<file path="src/rtl/rv32_exec_datapath.sv">
// RV32I execution datapath: 32x32 register file with two async read ports and one
// write port, feeding a single-cycle integer ALU for OP and OP-IMM instructions.
module rv32_exec_datapath #(
    parameter int XLEN  = 32,
    parameter int NREGS = 32
) (
    input  logic            clk,
    input  logic            reset,
    input  logic [4:0]      i_rs1_addr,
    input  logic [4:0]      i_rs2_addr,
    input  logic [4:0]      i_rd_addr,
    input  logic            i_write_enable,
    input  logic            i_use_imm,
    input  logic [XLEN-1:0] i_imm,
    input  logic [2:0]      i_alu_op,
    input  logic [6:0]      i_funct7,
    output logic [XLEN-1:0] o_rs1_data,
    output logic [XLEN-1:0] o_rs2_data,
    output logic [XLEN-1:0] o_alu_result
);

    logic [XLEN-1:0] r_regs [NREGS];

    logic [XLEN-1:0] w_op_a;
    logic [XLEN-1:0] w_op_b;
    logic [4:0]      w_shamt;
    logic            w_alt;
    logic            w_unused_funct7;

    assign w_unused_funct7 = ^{i_funct7[6], i_funct7[4:0]};
    assign w_alt           = i_funct7[5];

    // x0 is never written, but reads are gated as well so it is 0 by construction.
    always_ff @(posedge clk or posedge reset) begin
        if (reset) begin
            for (int i = 0; i < NREGS; i++) begin
                r_regs[i] <= '0;
            end
        end else if (i_write_enable && (i_rd_addr != 5'd0)) begin
            r_regs[i_rd_addr] <= o_alu_result;
        end
    end

    assign o_rs1_data = (i_rs1_addr == 5'd0) ? '0 : r_regs[i_rs1_addr];
    assign o_rs2_data = (i_rs2_addr == 5'd0) ? '0 : r_regs[i_rs2_addr];

    assign w_op_a  = o_rs1_data;
    assign w_op_b  = i_use_imm ? i_imm : o_rs2_data;
    assign w_shamt = w_op_b[4:0];

    // funct7[5] selects SUB only for the register form; the I-type immediate overlaps it.
    always_comb begin
        o_alu_result = '0;
        case (i_alu_op)
            3'b000: o_alu_result = (w_alt && !i_use_imm) ? (w_op_a - w_op_b) : (w_op_a + w_op_b);
            3'b001: o_alu_result = w_op_a << w_shamt;
            3'b010: o_alu_result = {{(XLEN-1){1'b0}}, ($signed(w_op_a) < $signed(w_op_b))};
            3'b011: o_alu_result = {{(XLEN-1){1'b0}}, (w_op_a < w_op_b)};
            3'b100: o_alu_result = w_op_a ^ w_op_b;
            3'b101: o_alu_result = w_alt ? XLEN'($signed(w_op_a) >>> w_shamt) : (w_op_a >> w_shamt);
            3'b110: o_alu_result = w_op_a | w_op_b;
            3'b111: o_alu_result = w_op_a & w_op_b;
            default: o_alu_result = '0;
        endcase
    end

endmodule

</file>
<file path="config.mk">
export PLATFORM = sky130hd
export DESIGN_NAME = rv32_exec_datapath
export DESIGN_NICKNAME = d
export VERILOG_FILES = /design/src/rtl/rv32_exec_datapath.sv
export SDC_FILE = /design/constraint.sdc
export NUM_CORES = 2
export LEC_CHECK = 0
export BUFFER_PORTS_ARGS = -buffer_cell sky130_fd_sc_hd__clkbuf_2
export CORE_AREA = 2 2 431 433
export DETAILED_ROUTE_END_ITERATION = 7
export DIE_AREA = 0 0 433 435
export PLACE_DENSITY = 0.54
export SKIP_LAST_GASP = 1
export SYNTH_ARGS = -nofsm -noshare
export SYNTH_HDL_FRONTEND = slang
export SYNTH_SLANG_ARGS = --single-unit
</file>
<file path="constraint.sdc">
create_clock -name clk -period 42.7 [get_ports clk]
set_clock_uncertainty 0.1 [all_clocks]
set_input_delay 6.405 -clock clk [delete_from_list [all_inputs] [get_ports clk]]
set_output_delay 6.405 -clock clk [all_outputs]
set_load 0.02 [all_outputs]
</file>
==> reports/results.tsv <==
stage	metric	value	unit
status	status	finished, violations left	
status	violated checks	design-rule violations	
global_routing	initial antenna violation count	20	
sta	Tmin final	22260	ps
critical_path	Crit-path slowest cell	o32a_1	
route	drt drc	2	
critical_path	CP arrival	15750	ps
critical_path	worst reg2reg startpoint	r_regs[39]	
sta	setup tns final	0	ps
yosys	Compound-Gate Fraction of Synth Area	0.1673	
critical_path	delay-heaviest family, CP	compound AO/OA/AOI/OAI gates	
yosys	Post-Synthesis Cell Area	63850	sq um
yosys	Yosys top cell by area	dfrtp_1	
sta	endpoints failing hold	0	
route	drt total wl	277900	microns
floorplanning	core footprint	184000	sq um
floorplanning	die height	435	microns
cells_and_area	max FFs per register	1024	
global_routing	first-pass GRT wire length	394500	microns
critical_path	Critical Path RT	36200	ps
yosys	Synth Area in XOR/XNOR	0.003978	
route	Initial DRC Count	6466	
critical_path	R2R cell count	16	
yosys	post-synthesis simple-gate area fraction	0.1124	
yosys	Mean Syn Cell Area	10.17	sq um
clock_tree	worst skew pair latency	790	ps
cells_and_area	register with the most flip-flops	r_regs	
critical_path	critical path's largest stage delay	1020	ps
critical_path	CP Capture Type	primary output	
clock_tree	clock sink count	1024	
clock_tree	CTS tree	done	
clock_tree	CTS resizes	0	
job	Max-cap violations	0	
critical_path	startpoint types	primary input	
sta	hold slack	295.2	ps
sta	worst slew pin tran	1431	ps
yosys	Async SR Flop Fraction	1.000	
pwr	Leakage Power	30.01	nW
clock_tree	CTS Buffer Depth	3	
floorplanning	# IOs	157	
critical_path	Crit path top cell by count	a31oi_1	
clock_tree	H-Tree Depth	3	
global_routing	vias in the first global route	51100	
yosys	Yosys top cell area share	0.4013	
yosys	top cells by area in the synthesized netlist	dfrtp_1 40%, mux4_2 16%, mux2i_1 5.3%	
route	via count	53050	
sta	number of setup violations in the final report	0	
floorplanning	row cnt	158	
route	drt first pass iters	8	
sta	fin crit share	0.5212	
clock_tree	clock root buffer	clkbuf_16	
critical_path	Setup CP Type	in2out	
hold_path	Worst Hold Endpoint	r_regs[993]	
sta	RSZ-0062 raised after global routing	false	
sta	Slew HR	0.03091	
critical_path	crit-path cells	buf_8 > buf_12 > buf_4 > mux4_2 > a22oi_1 > a31o_1 > o41a_4 > inv_6 > ha_1 > o21bai_1 > a2111oi_0 > o221ai_1 > a31oi_1 > nor2b_1 > o21ai_0 > a31oi_1 > xnor2_1 > nor2_1 > o32a_1 > inv_1 > clkbuf_2	
yosys	mux contribution to synthesized area	0.2389	
yosys	Synth Net Count	6435	
cells_and_area	Layout Cells excl Fill	8712	
yosys	EDFF count, synth	0	
yosys	Adder-Cell Fraction of Synth Area	0.01964	
yosys	warnings from Yosys	0	
floorplanning	DIE WIDTH	433	microns
global_routing	GR Util All Layers	0.2909	
critical_path	Worst Path Buf+Inv	6	
clock_tree	Num CTS Buffers	112	
hold_path	Cells on Worst Hold Path	0	
critical_path	critical path fanouts, max	103	
cells_and_area	area grow syn2layout	10.62	%
sta	Max Clk Rate	44.93	MHz
placed_design	dpl hpwl	188500	microns
global_routing	largest net degree at the start of global routing	162	
yosys	largest family of logic cells by synthesized area	multiplexers	
route	WL per Instance	31.89	microns
route	Antenna Violating Nets Remaining	0	
placed_design	port buffer count	150	
pwr	Final Total Pwr	3.393	mW
pwr	total power divided by cell area	48.05	nW/um^2
route	DR vias/cell	6.089	
cells_and_area	biggest regs	r_regs (1024)	
yosys	ys flop type	dfrtp_1	
yosys	#FFs+latches synth	1024	
yosys	register area share after synthesis	0.4013	
cells_and_area	Final #Nets	6284	
floorplanning	starting density of the core	0.3469	
placed_design	dpl cells	8490	
placed_design	RePlAce Congestion	0.9696	
clock_tree	cts hold-fix bufs	0	
clock_tree	Worst-path clk slew	60	ps
hold_path	hold path start	r_regs[993]	
pwr	worst vdd ir	0.03530	mV
critical_path	setup slack, reg-to-reg	34840	ps
cells_and_area	share of cells above drive strength 1	0.2116	
sta	max-slew violation count	0	
floorplanning	die footprint	188400	sq um
critical_path	worst r2r dst	r_regs[766]	
hold_path	HP Class	reg2reg	
global_routing	grt ovf	0	
yosys	Mapped Cells	6275	
yosys	Synth cell types	124	
clock_tree	Post-CTS Repair Setup Buffers	0	
where the power goes:
part           internal [mW]  switching, mW  total (mW)
registers               1.16          0.142        1.30
logic                  0.408          0.651        1.06
clock network          0.595          0.438        1.03
total                   2.16           1.23        3.39
cell usage after synthesis (44+ instances only):
cell      number
dfrtp_1     1024
nand2_1      806
o21ai_0      626
nor2_1       549
a21oi_1      482
mux4_2       449
clkbuf_1     380
mux2i_1      336
mux2_2       151
inv_1        118
buf_2        109
ha_1          97
o21ai_1       89
a22oi_1       87
nand3_1       57
nor3_1        50
buf_6         44
per-layer routing:
metal  GRT usage  share of wire
met5           0        0.00039
met4      0.1218          0.048
met3     0.05535          0.082
met2      0.4371           0.44
met1      0.4101           0.43
how the worst max path moves through the flow:
stage,endpoint,from,slack (ps),depth (start not counted)
after global routing,o_alu_result[18],i_rs2_addr[1],20260,21
after CTS,o_alu_result[30],i_rs2_addr[1],20720,20
final,o_alu_result[18],i_rs2_addr[1],20440,21
after detailed placement,o_alu_result[18],i_rs2_addr[1],20730,21
after global placement,o_alu_result[30],i_rs2_addr[1],20700,20
after floorplan,r_regs[0],reset,7380,1
stage by stage:
step | cell area [sq um] | setup slack (ps) | utilization
after floorplan | 63850 | 7379 | -
after global placement | 66710 | 20700 | 0.3624
after detailed placement | 66710 | 20730 | 0.3624
after CTS | 70600 | 20720 | 0.3836
after global routing | 70600 | 20260 | 0.3836
final | 70630 | 20440 | 0.3837
layout make-up:
cell class / count / area, sq um
fill: 18170 / 113400
multi-input combinational: 4491 / 34980
sequential: 1024 / 25620
clock buffer: 165 / 3282
tap: 2480 / 3103
timing repair buffer: 362 / 2481
clock inverter: 44 / 608.1
inverter: 133 / 511.7
antenna: 13 / 32.53
cells in the final DEF (no fill, tap or decap), types with 97 or more instances in the layout:
cell type / netlist / final
o21ai_0: 626 / 626
buf_4: 31 / 207
a21oi_1: 482 / 482
clkbuf_2: 18 / 142
nand2_1: 806 / 780
inv_1: 118 / 116
nor2_1: 549 / 516
ha_1: 97 / 97
clkbuf_16: 0 / 112
mux2i_1: 336 / 336
mux2_2: 151 / 151
dfrtp_1: 1024 / 1024
mux4_2: 449 / 449
worst reg2reg max path, delay by kind of cell (launching register included):
kind,cells,cell delay (ps)
adder cells (fa/ha/maj),1,450
AO/OA/AOI/OAI,7,2840
AND/OR/NAND/NOR,3,880
XOR/XNOR,1,280
multiplexers,4,2710
flip-flops,1,410
cells by family after synthesis:
family / count (synthesis)
AOI/OAI and AO/OA: 1751
xor gates and xnor gates: 29
adders and majority gates: 99
buffers and inverters: 760
DFF: 1024
muxes: 940
and+or+nand+nor: 1672
(Power assumes the default switching activity.)
